[config.mk]
export PLATFORM = sky130hd
export DESIGN_NAME = rgb_pwm_drv
export DESIGN_NICKNAME = d
export VERILOG_FILES = /design/src/rtl/rgb_pwm_drv.sv
export SDC_FILE = /design/constraint.sdc
export NUM_CORES = 1
export LEC_CHECK = 0
export ABC_CLOCK_PERIOD_IN_PS = 5600
export BUFFER_PORTS_ARGS = -buffer_cell sky130_fd_sc_hd__buf_4
export CAP_MARGIN = 30
export CORE_ASPECT_RATIO = 1.5
export CORE_MARGIN = 2
export CORE_UTILIZATION = 46
export DETAILED_ROUTE_END_ITERATION = 10
export GPL_ROUTABILITY_DRIVEN = 0
export GPL_TIMING_DRIVEN = 0
export PLACE_DENSITY = 0.6
export SYNTH_ARGS = -nofsm -noshare
export SYNTH_HDL_FRONTEND = slang
export SYNTH_SLANG_ARGS = --single-unit
export TNS_END_PERCENT = 5
[constraint.sdc]
create_clock -name clk -period 5.6 [get_ports clk]
set_clock_uncertainty 0.15 [all_clocks]
set_input_delay 1.4 -clock clk [delete_from_list [all_inputs] [get_ports clk]]
set_output_delay 1.4 -clock clk [all_outputs]
set_load 0.02 [all_outputs]
[src/rtl/rgb_pwm_drv.sv]
// rgb_pwm_drv: multi-channel RGB LED PWM driver.
// A valid/ready write port loads per-channel shadow colours. Shadows are
// copied to the active duty registers only on the PWM period boundary,
// so a period never shows a mix of old and new duty. Global modes are
// OFF, STATIC, BREATHE and hue CYCLE.
// Build option: define RGB_PWM_DRV_BREATHE_EN to build the breathe level
// counter and scaling multipliers. Without it, mode 2 behaves as STATIC.
module rgb_pwm_drv #(
  parameter int unsigned CHANNELS = 2,
  parameter int unsigned PWM_W    = 8,
  parameter int unsigned PRESCALE = 64
) (
  input  logic                                               clk,
  input  logic                                               rst_n,
  input  logic [1:0]                                         mode,
  input  logic                                               wr_valid,
  output logic                                               wr_ready,
  input  logic [((CHANNELS > 1) ? $clog2(CHANNELS) : 1)-1:0] wr_ch,
  input  logic [3*PWM_W-1:0]                                 wr_rgb,
  output logic [CHANNELS-1:0]                                red,
  output logic [CHANNELS-1:0]                                grn,
  output logic [CHANNELS-1:0]                                blu
);

  localparam int unsigned CH_W   = (CHANNELS > 1) ? $clog2(CHANNELS) : 1;
  localparam int unsigned PRE_W  = (PRESCALE > 1) ? $clog2(PRESCALE) : 1;
  localparam int unsigned PH_W   = PWM_W + 2;
  localparam int unsigned PROD_W = 2 * PWM_W;

  localparam logic [PWM_W-1:0] DUTY_MAX = '1;
  localparam logic [PRE_W-1:0] PRE_LAST = PRE_W'(PRESCALE - 1);
  localparam logic [PH_W-1:0]  PH_LAST  = PH_W'(3 * (2 ** PWM_W) - 1);

  // One colour triple, ordered to match the write payload {red, grn, blu}.
  typedef struct packed {
    logic [PWM_W-1:0] red;
    logic [PWM_W-1:0] grn;
    logic [PWM_W-1:0] blu;
  } rgb_t;

  typedef enum logic [1:0] {
    MODE_OFF     = 2'd0,
    MODE_STATIC  = 2'd1,
    MODE_BREATHE = 2'd2,
    MODE_CYCLE   = 2'd3
  } mode_e;

  logic [PRE_W-1:0] pre_q;
  logic [PWM_W-1:0] cnt_q;
  logic             tick_c;
  logic             bound_c;
  logic             wr_acc_c;
  mode_e            mode_q;
  logic [PH_W-1:0]  p_q;
  logic [1:0]       seg_c;
  logic [PWM_W-1:0] frac_c;
  rgb_t             hue_c;
  rgb_t             shadow_q [CHANNELS];
  rgb_t             active_q [CHANNELS];
  rgb_t             duty_c   [CHANNELS];

  assign tick_c   = (pre_q == PRE_LAST);
  assign bound_c  = tick_c && (cnt_q == DUTY_MAX);
  assign wr_acc_c = wr_valid && wr_ready;

  // Prescaler and PWM step counter; cnt wraps naturally at 2^PWM_W.
  always_ff @(posedge clk or negedge rst_n) begin
    if (!rst_n) begin
      pre_q <= '0;
      cnt_q <= '0;
    end else if (tick_c) begin
      pre_q <= '0;
      cnt_q <= cnt_q + PWM_W'(1);
    end else begin
      pre_q <= pre_q + PRE_W'(1);
    end
  end

  // Write port is held off only while reset is asserted.
  always_ff @(posedge clk or negedge rst_n) begin
    if (!rst_n) begin
      wr_ready <= 1'b0;
    end else begin
      wr_ready <= 1'b1;
    end
  end

  // Shadow colours take writes any time; active colours load on the boundary.
  // A write coinciding with the boundary lands in the shadow only.
  // Writes to channels beyond CHANNELS match no register and are dropped.
  always_ff @(posedge clk or negedge rst_n) begin
    if (!rst_n) begin
      for (int i = 0; i < CHANNELS; i++) begin
        shadow_q[i] <= '0;
        active_q[i] <= '0;
      end
    end else begin
      for (int i = 0; i < CHANNELS; i++) begin
        if (bound_c) begin
          active_q[i] <= shadow_q[i];
        end
        if (wr_acc_c && (wr_ch == CH_W'(i))) begin
          shadow_q[i] <= rgb_t'(wr_rgb);
        end
      end
    end
  end

  // Animation mode is latched once per period so duty never changes mid-period.
  always_ff @(posedge clk or negedge rst_n) begin
    if (!rst_n) begin
      mode_q <= MODE_OFF;
    end else if (bound_c) begin
      mode_q <= mode_e'(mode);
    end
  end

  // Hue phase advances only across periods that were spent in CYCLE.
  always_ff @(posedge clk or negedge rst_n) begin
    if (!rst_n) begin
      p_q <= '0;
    end else if (bound_c && (mode_q == MODE_CYCLE)) begin
      p_q <= (p_q == PH_LAST) ? '0 : p_q + PH_W'(1);
    end
  end

  assign seg_c  = p_q[PH_W-1:PWM_W];
  assign frac_c = p_q[PWM_W-1:0];

  // Hue wheel: each segment cross-fades one colour down and the next up.
  always_comb begin
    hue_c = '0;
    case (seg_c)
      2'd0: begin
        hue_c.red = DUTY_MAX - frac_c;
        hue_c.grn = frac_c;
      end
      2'd1: begin
        hue_c.grn = DUTY_MAX - frac_c;
        hue_c.blu = frac_c;
      end
      2'd2: begin
        hue_c.blu = DUTY_MAX - frac_c;
        hue_c.red = frac_c;
      end
      default: ;
    endcase
  end

`ifdef RGB_PWM_DRV_BREATHE_EN
  typedef enum logic {
    BR_UP   = 1'b0,
    BR_DOWN = 1'b1
  } br_e;

  br_e              br_q;
  br_e              br_d;
  logic [PWM_W-1:0] b_q;
  logic [PWM_W-1:0] b_d;

  // Scale a colour by the breathe level, keeping the top half of the product.
  function automatic logic [PWM_W-1:0] scale(input logic [PWM_W-1:0] c,
                                             input logic [PWM_W-1:0] lvl);
    logic [PROD_W-1:0] prod;
    prod = PROD_W'(c) * PROD_W'(lvl);
    return prod[PROD_W-1:PWM_W];
  endfunction

  // Breathe direction and level registers.
  always_ff @(posedge clk or negedge rst_n) begin
    if (!rst_n) begin
      br_q <= BR_UP;
      b_q  <= '0;
    end else begin
      br_q <= br_d;
      b_q  <= b_d;
    end
  end

  // Level ramps one step per breathe period; at either end it holds one
  // period while the direction flips.
  always_comb begin
    br_d = br_q;
    b_d  = b_q;
    if (bound_c && (mode_q == MODE_BREATHE)) begin
      case (br_q)
        BR_UP: begin
          if (b_q == DUTY_MAX) begin
            br_d = BR_DOWN;
          end else begin
            b_d = b_q + PWM_W'(1);
          end
        end
        BR_DOWN: begin
          if (b_q == '0) begin
            br_d = BR_UP;
          end else begin
            b_d = b_q - PWM_W'(1);
          end
        end
        default: ;
      endcase
    end
  end
`endif

  // Effective duty per channel for the latched mode.
  always_comb begin
    for (int i = 0; i < CHANNELS; i++) begin
      duty_c[i] = active_q[i];
      case (mode_q)
        MODE_OFF:   duty_c[i] = '0;
        MODE_CYCLE: duty_c[i] = hue_c;
`ifdef RGB_PWM_DRV_BREATHE_EN
        MODE_BREATHE: begin
          duty_c[i].red = scale(active_q[i].red, b_q);
          duty_c[i].grn = scale(active_q[i].grn, b_q);
          duty_c[i].blu = scale(active_q[i].blu, b_q);
        end
`endif
        default: ;
      endcase
    end
  end

  // Registered PWM compare; a live OFF request blanks the pins on the next clk.
  always_ff @(posedge clk or negedge rst_n) begin
    if (!rst_n) begin
      red <= '0;
      grn <= '0;
      blu <= '0;
    end else begin
      for (int i = 0; i < CHANNELS; i++) begin
        red[i] <= (mode != 2'd0) && (cnt_q < duty_c[i].red);
        grn[i] <= (mode != 2'd0) && (cnt_q < duty_c[i].grn);
        blu[i] <= (mode != 2'd0) && (cnt_q < duty_c[i].blu);
      end
    end
  end

endmodule

==> results of run 1 <==
final cells by class:
class | count | area [um^2]
clock inverters | 14 | 166
fillers | 1213 | 6270
multi-input cells | 394 | 3210
plain buffers | 29 | 119
well taps | 192 | 240
flip-flops and latches | 129 | 3230
clock buffers | 18 | 439
inverters | 5 | 18.8
repair buffers | 37 | 302
cell usage in the layout (no fill, tap or decap), drive strengths merged, types with 12 or more instances in the layout:
master,Yosys,layout
dfrtp,129,129
mux2,100,100
a21oi,58,58
buf,10,47
ha,46,46
clkbuf,19,37
nor2,29,29
nand2,23,23
xnor2,17,17
nand3,14,14
inv,5,13
xor2,12,12
registers in the layout, indices dropped and copies added (netlist names), 6 cells and up:
signal    count
p_q          10
pre_q         6
cnt_q         8
shadow_q     48
active_q     48
metal layers:
layer  global-route usage  up-vias  share of wire
met4                0.107        0          0.035
met5                    0        -              0
li1                     -     2152              -
met2                0.352      107           0.50
met3               0.0362       36          0.034
met1                0.261     2292           0.43
worst paths after layout:
kind | cells past startpoint | slack, ns | to
max reg2reg | 10 | 2.20 | blu[1]
min in group asynchronous | 1 | 0.74 | shadow_q[4]
min | 1 | 0.35 | active_q[7]
min reg2reg | 1 | 0.35 | active_q[7]
max in group asynchronous | 2 | 3.80 | shadow_q[47]
max | 10 | 2.20 | blu[1]
logic make-up (layout without fill, tap and decap cells):
logic type / Yosys count / count (layout) / share of synthesized area
XOR/XNOR: 29 / 29 / 0.0398
AO/OA/AOI/OAI: 105 / 105 / 0.0972
adder cells (fa/ha/maj): 46 / 46 / 0.0875
other: 1 / 1 / 0.000570
buffers and inverters: 34 / 103 / 0.0209
AND/OR/NAND/NOR: 111 / 111 / 0.0889
multiplexers: 102 / 102 / 0.174
flip-flops: 129 / 129 / 0.491
worst max-delay path, cell delays in order, from the launching register on:
cell and delay, ns:
dfrtp_1 0.43, clkbuf_1 0.34, buf_1 0.45, buf_2 0.32, nand3_1 0.10, a21oi_1 0.28, a21oi_1 0.09, ha_1 0.31
and4_1 0.21, a211o_1 0.26, a211oi_1 0.33
power by group:
| part | internal [mW] | switching (mW) | total [mW] |
|---|---|---|---|
| Combinational | 0.0684 | 0.0451 | 0.113 |
| Sequential | 0.999 | 0.0347 | 1.03 |
| Clock | 0.682 | 0.444 | 1.13 |
stage by stage:
step                area (um^2)  instances
floorplan                  6580        557
global placement           7090        785
detailed placement         7120        786
CTS                        7720        818
global route               7720        818
finish                     7720        818
==> flow_summary.toml, run 1 <==
[status]
status = "completed"

[timing]
min_period_over_period = 0.607
period_needed_ns = 3.40
postLayoutSetupSlackWorst_ns = 2.20
drv_slew = 0
finalHoldViolations = 0
slew-limit-headroom = 0.331
fin_setup_tns_ns = 0
setup_violations = 0
fmax_mhz = 294
grt_setup_unrepaired = "no"
tightest_slew_ns = 0.994
whs_ns = 0.350

[synthesis]
ys_types = 51
yosys_register_bits = 129
syn_nets = 633
synth_area_leaders = "dfrtp_1 49%, mux2_2 16%, ha_1 8.8%, a21oi_1 4.4%, xnor2_1 2.1%"
avgSynthCellArea_um2 = 11.8
synthArstFlopShare = 1.00
yosysMostFrequentCell = "dfrtp_1"
synth_top_cell_by_area = "dfrtp_1"
syn_area_um2 = 6580
seq_area_frac_synth = 0.491
synth_enable_flop_cells = 0
synthTopCellsByCount = "129 x dfrtp_1, 96 x mux2_2, 58 x a21oi_1"
yosys.area.top_type_share = 0.491
synthFlopType = "dfrtp_1"
ys.warnings.count = 0
netlist_instances = 557

[setup_path]
crit_start = "p_q[8]"
required_ns = 5.73
crit_path_end_kind = "register"
arrival_ns = 3.53
rr_startpoint = "p_q[8]"
cp-start-kind = "register"
cp_max_fo = 10
crit_type = "register to register"

[routing]
ant_nets = 0
wl_per_cell_um = 18.3
drc = 0
first_pass_iters = 5
drtIter0Drc = 225
avgViaCountPerCell = 5.61
vias = 4587
routed_wl_um = 15000

[global_route]
grt_pass1_wl_um = 24500
grt_max_degree = 87
overflow = 0
antenna_found_initial = 0
grt_use_total = 0.211
grt_pass1_vias = 4746

[cells_and_area]
drive_above_1_share = 0.289
antennaDiodeCount = 0
area_delta_synth_final_pct = 17.4
fin_nets = 689
post-route-util = 0.552

[clock_tree]
cts_resized = 0
cts_tree = "yes"
cts.clk_slew.worst_paths_ns = 0.06
root_buffer = "clkbuf_16"
cts-htree-levels = 4
cts_sinks = 129
postCtsSetupRepairBufs = 0
clk_latency_ns = 0.41
clockBufferDepth = 2
numCtsBuffers = 17
cts_hold_buf = 0

[pwr]
ir_worst_vdd_v = 0.000192
cellPowerDensity_nw_per_um2 = 294
total_leakage_power_nw = 3.62
p_total_mw = 2.27

[flow_run]
max_cap_viol_count = 0

[floorplanning]
fp.coreArea_um2 = 14000
die_w_um = 102
fp.dieH_um = 150
rows = 53
ioPinCount = 37
start_util = 0.470
die_area_um2 = 15300

[place]
post-place-ws_ns = 2.30
hpwl_um = 10800
io_buffers = 36

[worst_hold_path]
hp-start = "shadow_q[7]"
hold_class = "register to register"
(Power assumes the default switching activity.)
==> run 2: changes to the inputs <==
ABC_AREA = 1   (was not set)
ABC_CLOCK_PERIOD_IN_PS = 3450   (was 5600)
clock period = 3.45 ns   (was 5.6 ns; I/O delays follow)
==> flow_summary.toml, run 2 <==
[floorplanning]
fp.dieH_um = 151
die_area_um2 = 15400
die_w_um = 102
start_util = 0.473
ioPinCount = 37
fp.coreArea_um2 = 14100
rows = 53

[setup_path]
slowest_stage = "dfrtp_1"
cp_max_fo = 10
rrSetupSlack_ns = 0.45
rr_startpoint = "mode_q[0]"
slowest_delay_ns = 0.40
cp-start-kind = "register"
reg2reg_depth = 12
crit_path_end_kind = "register"
required_ns = 3.63
cp_cell_sequence = "ha_1, clkinv_1, clkbuf_1, clkbuf_1, o21ai_0, o21ai_0, ha_1, nand2_1, inv_1, nand2_1, nand4_1, a21oi_1"
crit_type = "register to register"
arrival_ns = 3.18
worstReg2RegEnd = "red[1]"

[flow_run]
max_cap_viol_count = 0

[synthesis]
yosysMostFrequentCell = "nand2_1"
yosys_register_bits = 129
syn_nets = 893
ys.warnings.count = 0
avgSynthCellArea_um2 = 8.14
synthTopCellsByCount = "276 x nand2_1, 141 x o21ai_0, 129 x dfrtp_1"
ys_types = 30
synth_area_leaders = "dfrtp_1 49%, nand2_1 16%, o21ai_0 11%, ha_1 8.7%, inv_1 3.2%"
synth_enable_flop_cells = 0
yosys.area.top_type_share = 0.486
synthArstFlopShare = 1.00
synth_top_cell_by_area = "dfrtp_1"
seq_area_frac_synth = 0.486
netlist_instances = 817
syn_area_um2 = 6650
synthFlopType = "dfrtp_1"

[cells_and_area]
drive_above_1_share = 0.0949
reg.largest.list = "active_q x48, shadow_q x48, p_q x10"
final_cell_mix = "276 x nand2_1, 141 x o21ai_0, 129 x dfrtp_1"
area_delta_synth_final_pct = 16.6
antennaDiodeCount = 0
fin_nets = 949
fin_cells = 1077
final_common_cell = "nand2_1"

[clock_tree]
cts_hold_buf = 0
cts-htree-levels = 4
cts_tree = "yes"
root_buffer = "clkbuf_16"
clockBufferDepth = 2
cts_resized = 0
clk_latency_ns = 0.41
numCtsBuffers = 17
cts_sinks = 129
cts.clk_slew.worst_paths_ns = 0.06
postCtsSetupRepairBufs = 0

[routing]
drc = 0
wl_per_cell_um = 15.6
avgViaCountPerCell = 5.11
routed_wl_um = 16800
ant_nets = 0
first_pass_iters = 5
drtIter0Drc = 247
vias = 5506

[timing]
period_needed_ns = 3.00
finalHoldViolations = 0
postLayoutSetupSlackWorst_ns = 0.447
grt_setup_unrepaired = "no"
setup_violations = 0
drv_slew = 0
fin_setup_tns_ns = 0
tightest_slew_ns = 0.520
slew-limit-headroom = 0.650
min_period_over_period = 0.870
fmax_mhz = 333

[pwr]
total_leakage_power_nw = 4.11
p_total_mw = 3.55
ir_worst_vdd_v = 0.000434
cellPowerDensity_nw_per_um2 = 458

[worst_hold_path]
hold_class = "input pin to async pin"

[global_route]
grt_pass1_vias = 5680
grt_max_degree = 103
antenna_found_initial = 0
grt_use_total = 0.239
grt_pass1_wl_um = 28200
overflow = 0

[place]
hpwl_um = 12900
place_inst = 1046
io_buffers = 36
post-place-ws_ns = 0.501

[status]
status = "completed"
run 2: final cells by class:
cell class	instances	area [um^2]
fill	1365	6310
sequential	129	3230
multi-input combinational	595	3050
clock buffer	22	454
timing repair buffer	37	302
tap	192	240
inverter	59	221
buffer	34	148
clock inverter	9	110
run 2: cell families after synthesis:
kind of cell | share of synthesized area
other | 0.000564
and+or+nand+nor | 0.222
xor gates and xnor gates | 0.0211
adders and majority gates | 0.0866
AOI/OAI and AO/OA | 0.128
DFF | 0.486
buffers and inverters | 0.0555
run 2: per-layer routing:
metal	vias to the layer above	GRT usage	share of wire
met2	135	0.410	0.50
met1	2562	0.283	0.42
met4	0	0.125	0.053
li1	2764	-	-
met3	45	0.0438	0.030
met5	-	0	0
run 2: worst max path at each step:
| stage | start | to | slack, ns | depth (start not counted) |
|---|---|---|---|---|
| 2_1_floorplan | mode_q[0] | grn[1] | 1.16 | 12 |
| 3_3_place_gp | mode_q[0] | red[1] | 0.56 | 12 |
| 3_5_place_dp | mode_q[0] | red[1] | 0.50 | 12 |
| 4_1_cts | mode_q[0] | red[1] | 0.48 | 12 |
| 5_1_grt | mode_q[0] | red[1] | 0.30 | 12 |
| 6_report | mode_q[0] | red[1] | 0.45 | 12 |
run 2: worst max-delay path, delay by kind of cell (launching register included):
family                     cells  cell delay, ns
AOI/OAI and AO/OA              3            0.63
adders and majority gates      2            0.57
and+or+nand+nor                3            0.24
buffers and inverters          4            0.92
DFF                            1            0.40
run 2: metrics by stage:
| stage | cell area, um^2 | utilization | hold slack [ns] |
|---|---|---|---|
| after floorplan | 6650 | - | 0.283 |
| after global placement | 7160 | 0.509 | 0.301 |
| after detailed placement | 7190 | 0.511 | 0.309 |
| after CTS | 7750 | 0.551 | 0.164 |
| after global routing | 7750 | 0.551 | 0.177 |
| final | 7750 | 0.551 | 0.164 |
run 2: power breakdown:
part           internal, mW  total [mW]  switching (mW)
Clock                  1.08        1.72           0.647
Combinational        0.0668       0.162          0.0954
Sequential             1.61        1.67          0.0599
==> run 3: changes to the inputs <==
BUFFER_PORTS_ARGS = -buffer_cell sky130_fd_sc_hd__clkbuf_2   (was -buffer_cell sky130_fd_sc_hd__buf_4)
==> flow_summary.toml, run 3 (same netlist as run 2, synthesis figures left out) <==
[status]
status = "completed"

[pwr]
total_leakage_power_nw = 4.09
ir_worst_vdd_v = 0.000299
cellPowerDensity_nw_per_um2 = 463

[global_route]
grt_pass1_wl_um = 28100
grt_use_total = 0.239
overflow = 0
antenna_found_initial = 0
grt_max_degree = 103
grt_pass1_vias = 5507

[cells_and_area]
fin_cells = 1078
multi_input_area_um2 = 3050
antennaDiodeCount = 0
fin_nets = 949
drive_above_1_share = 0.0993
final_common_cell = "nand2_1"
area_delta_synth_final_pct = 15.4
final_cell_mix = "276 x nand2_1, 141 x o21ai_0, 129 x dfrtp_1"
reg.largest.list = "active_q x48, shadow_q x48, p_q x10"
regArea_um2 = 3230
fill_cells = 1351

[clock_tree]
root_buffer = "clkbuf_16"
cts_hold_buf = 0
cts_tree = "yes"
postCtsSetupRepairBufs = 0
clockBufferDepth = 2
cts-htree-levels = 4
numCtsBuffers = 17
clk_latency_ns = 0.42
cts.clk_slew.worst_paths_ns = 0.06
cts_resized = 0
cts_sinks = 129

[timing]
tightest_slew_ns = 0.560
drv_slew = 0
finalHoldViolations = 0
period_needed_ns = 3.01
grt_setup_unrepaired = "no"
min_period_over_period = 0.874
setup_violations = 0
slew-limit-headroom = 0.622
fmax_mhz = 332
fin_setup_tns_ns = 0

[floorplanning]
start_util = 0.473
fp.coreArea_um2 = 14100
die_area_um2 = 15400
die_w_um = 102
ioPinCount = 37
rows = 53
fp.dieH_um = 151

[routing]
first_pass_iters = 7
wl_per_cell_um = 15.7
vias = 5538
ant_nets = 0
drtIter0Drc = 315
routed_wl_um = 16900
drc = 0
avgViaCountPerCell = 5.14

[setup_path]
required_ns = 3.64
crit_type = "register to register"
crit_path_end_kind = "register"
cp_max_fo = 10
arrival_ns = 3.20
slowest_stage = "dfrtp_1"
cp_cell_sequence = "ha_1, clkinv_1, clkbuf_1, clkbuf_1, o21ai_0, o21ai_0, ha_1, nand2_1, inv_1, nand2_1, nand4_1, a21oi_1"
slowest_delay_ns = 0.39
cp-start-kind = "register"

[place]
place_inst = 1046
hpwl_um = 12800
io_buffers = 36

[flow_run]
max_cap_viol_count = 0

[worst_hold_path]
hold_class = "input pin to async pin"
## run 3: cell count changes in the layout (fill, tap and decap cells not counted), sizes merged
cell / before / now
bufinv: 2 / 1
inv: 58 / 64
clkinv: 5 / 4
clkbuf: 47 / 80
buf: 46 / 10
## run 3: worst max-delay path: cells and delay by family (launching register included)
family	cells	cell delay, ns
buffers and inverters	4	0.95
adder cells (fa/ha/maj)	2	0.58
flip-flops	1	0.39
AO/OA/AOI/OAI	3	0.63
AND/OR/NAND/NOR	3	0.23
## run 3: final cells by class
cell class                      instances  area share
Buffer                                 34      0.0192
Clock buffer                           19      0.0577
Clock inverter                         13      0.0162
Inverter                               59      0.0289
Multi-Input combinational cell        595       0.398
Sequential cell                       129       0.421
Tap cell                              192      0.0313
Timing Repair Buffer                   37      0.0282
## run 3: final timing paths
kind                            startpoint           to  slack, ns  depth (start not counted)
worst max-delay path             mode_q[0]       red[1]       0.44                         12
worst min-delay path                 rst_n     cnt_q[5]       0.17                          1
min in group clk                  pre_q[0]     pre_q[0]       0.32                          1
worst max register to register   mode_q[0]       red[1]       0.44                         12
worst min register to register    pre_q[0]     pre_q[0]       0.32                          1
max in group asynchronous            rst_n  active_q[8]       2.21                          2
## run 3: layer usage
layer  vias up  wire (um)  part of all wire  GRT usage
met2       159       8590              0.51      0.411
li1       2755          -                 -          -
met4         0        721             0.043      0.119
met3        42        621             0.037     0.0480
met5         -          0                 0          0
met1      2582       6940              0.41      0.281
## run 3: through the flow
step	util	hold WS [ns]	cell area (um^2)	setup WS [ns]	total power, mW
after floorplan	-	0.283	6650	1.16	1.75
after global placement	0.503	0.299	7070	-0.575	1.83
after detailed placement	0.505	0.305	7100	0.498	1.85
after CTS	0.546	0.179	7670	0.476	3.58
after global routing	0.546	0.181	7670	0.221	3.69
final	0.546	0.171	7670	0.435	3.55
## run 3: report_power, final
part / switching, mW / internal [mW]
logic: 0.0964 / 0.0574
clock network: 0.711 / 1.02
registers: 0.0597 / 1.61
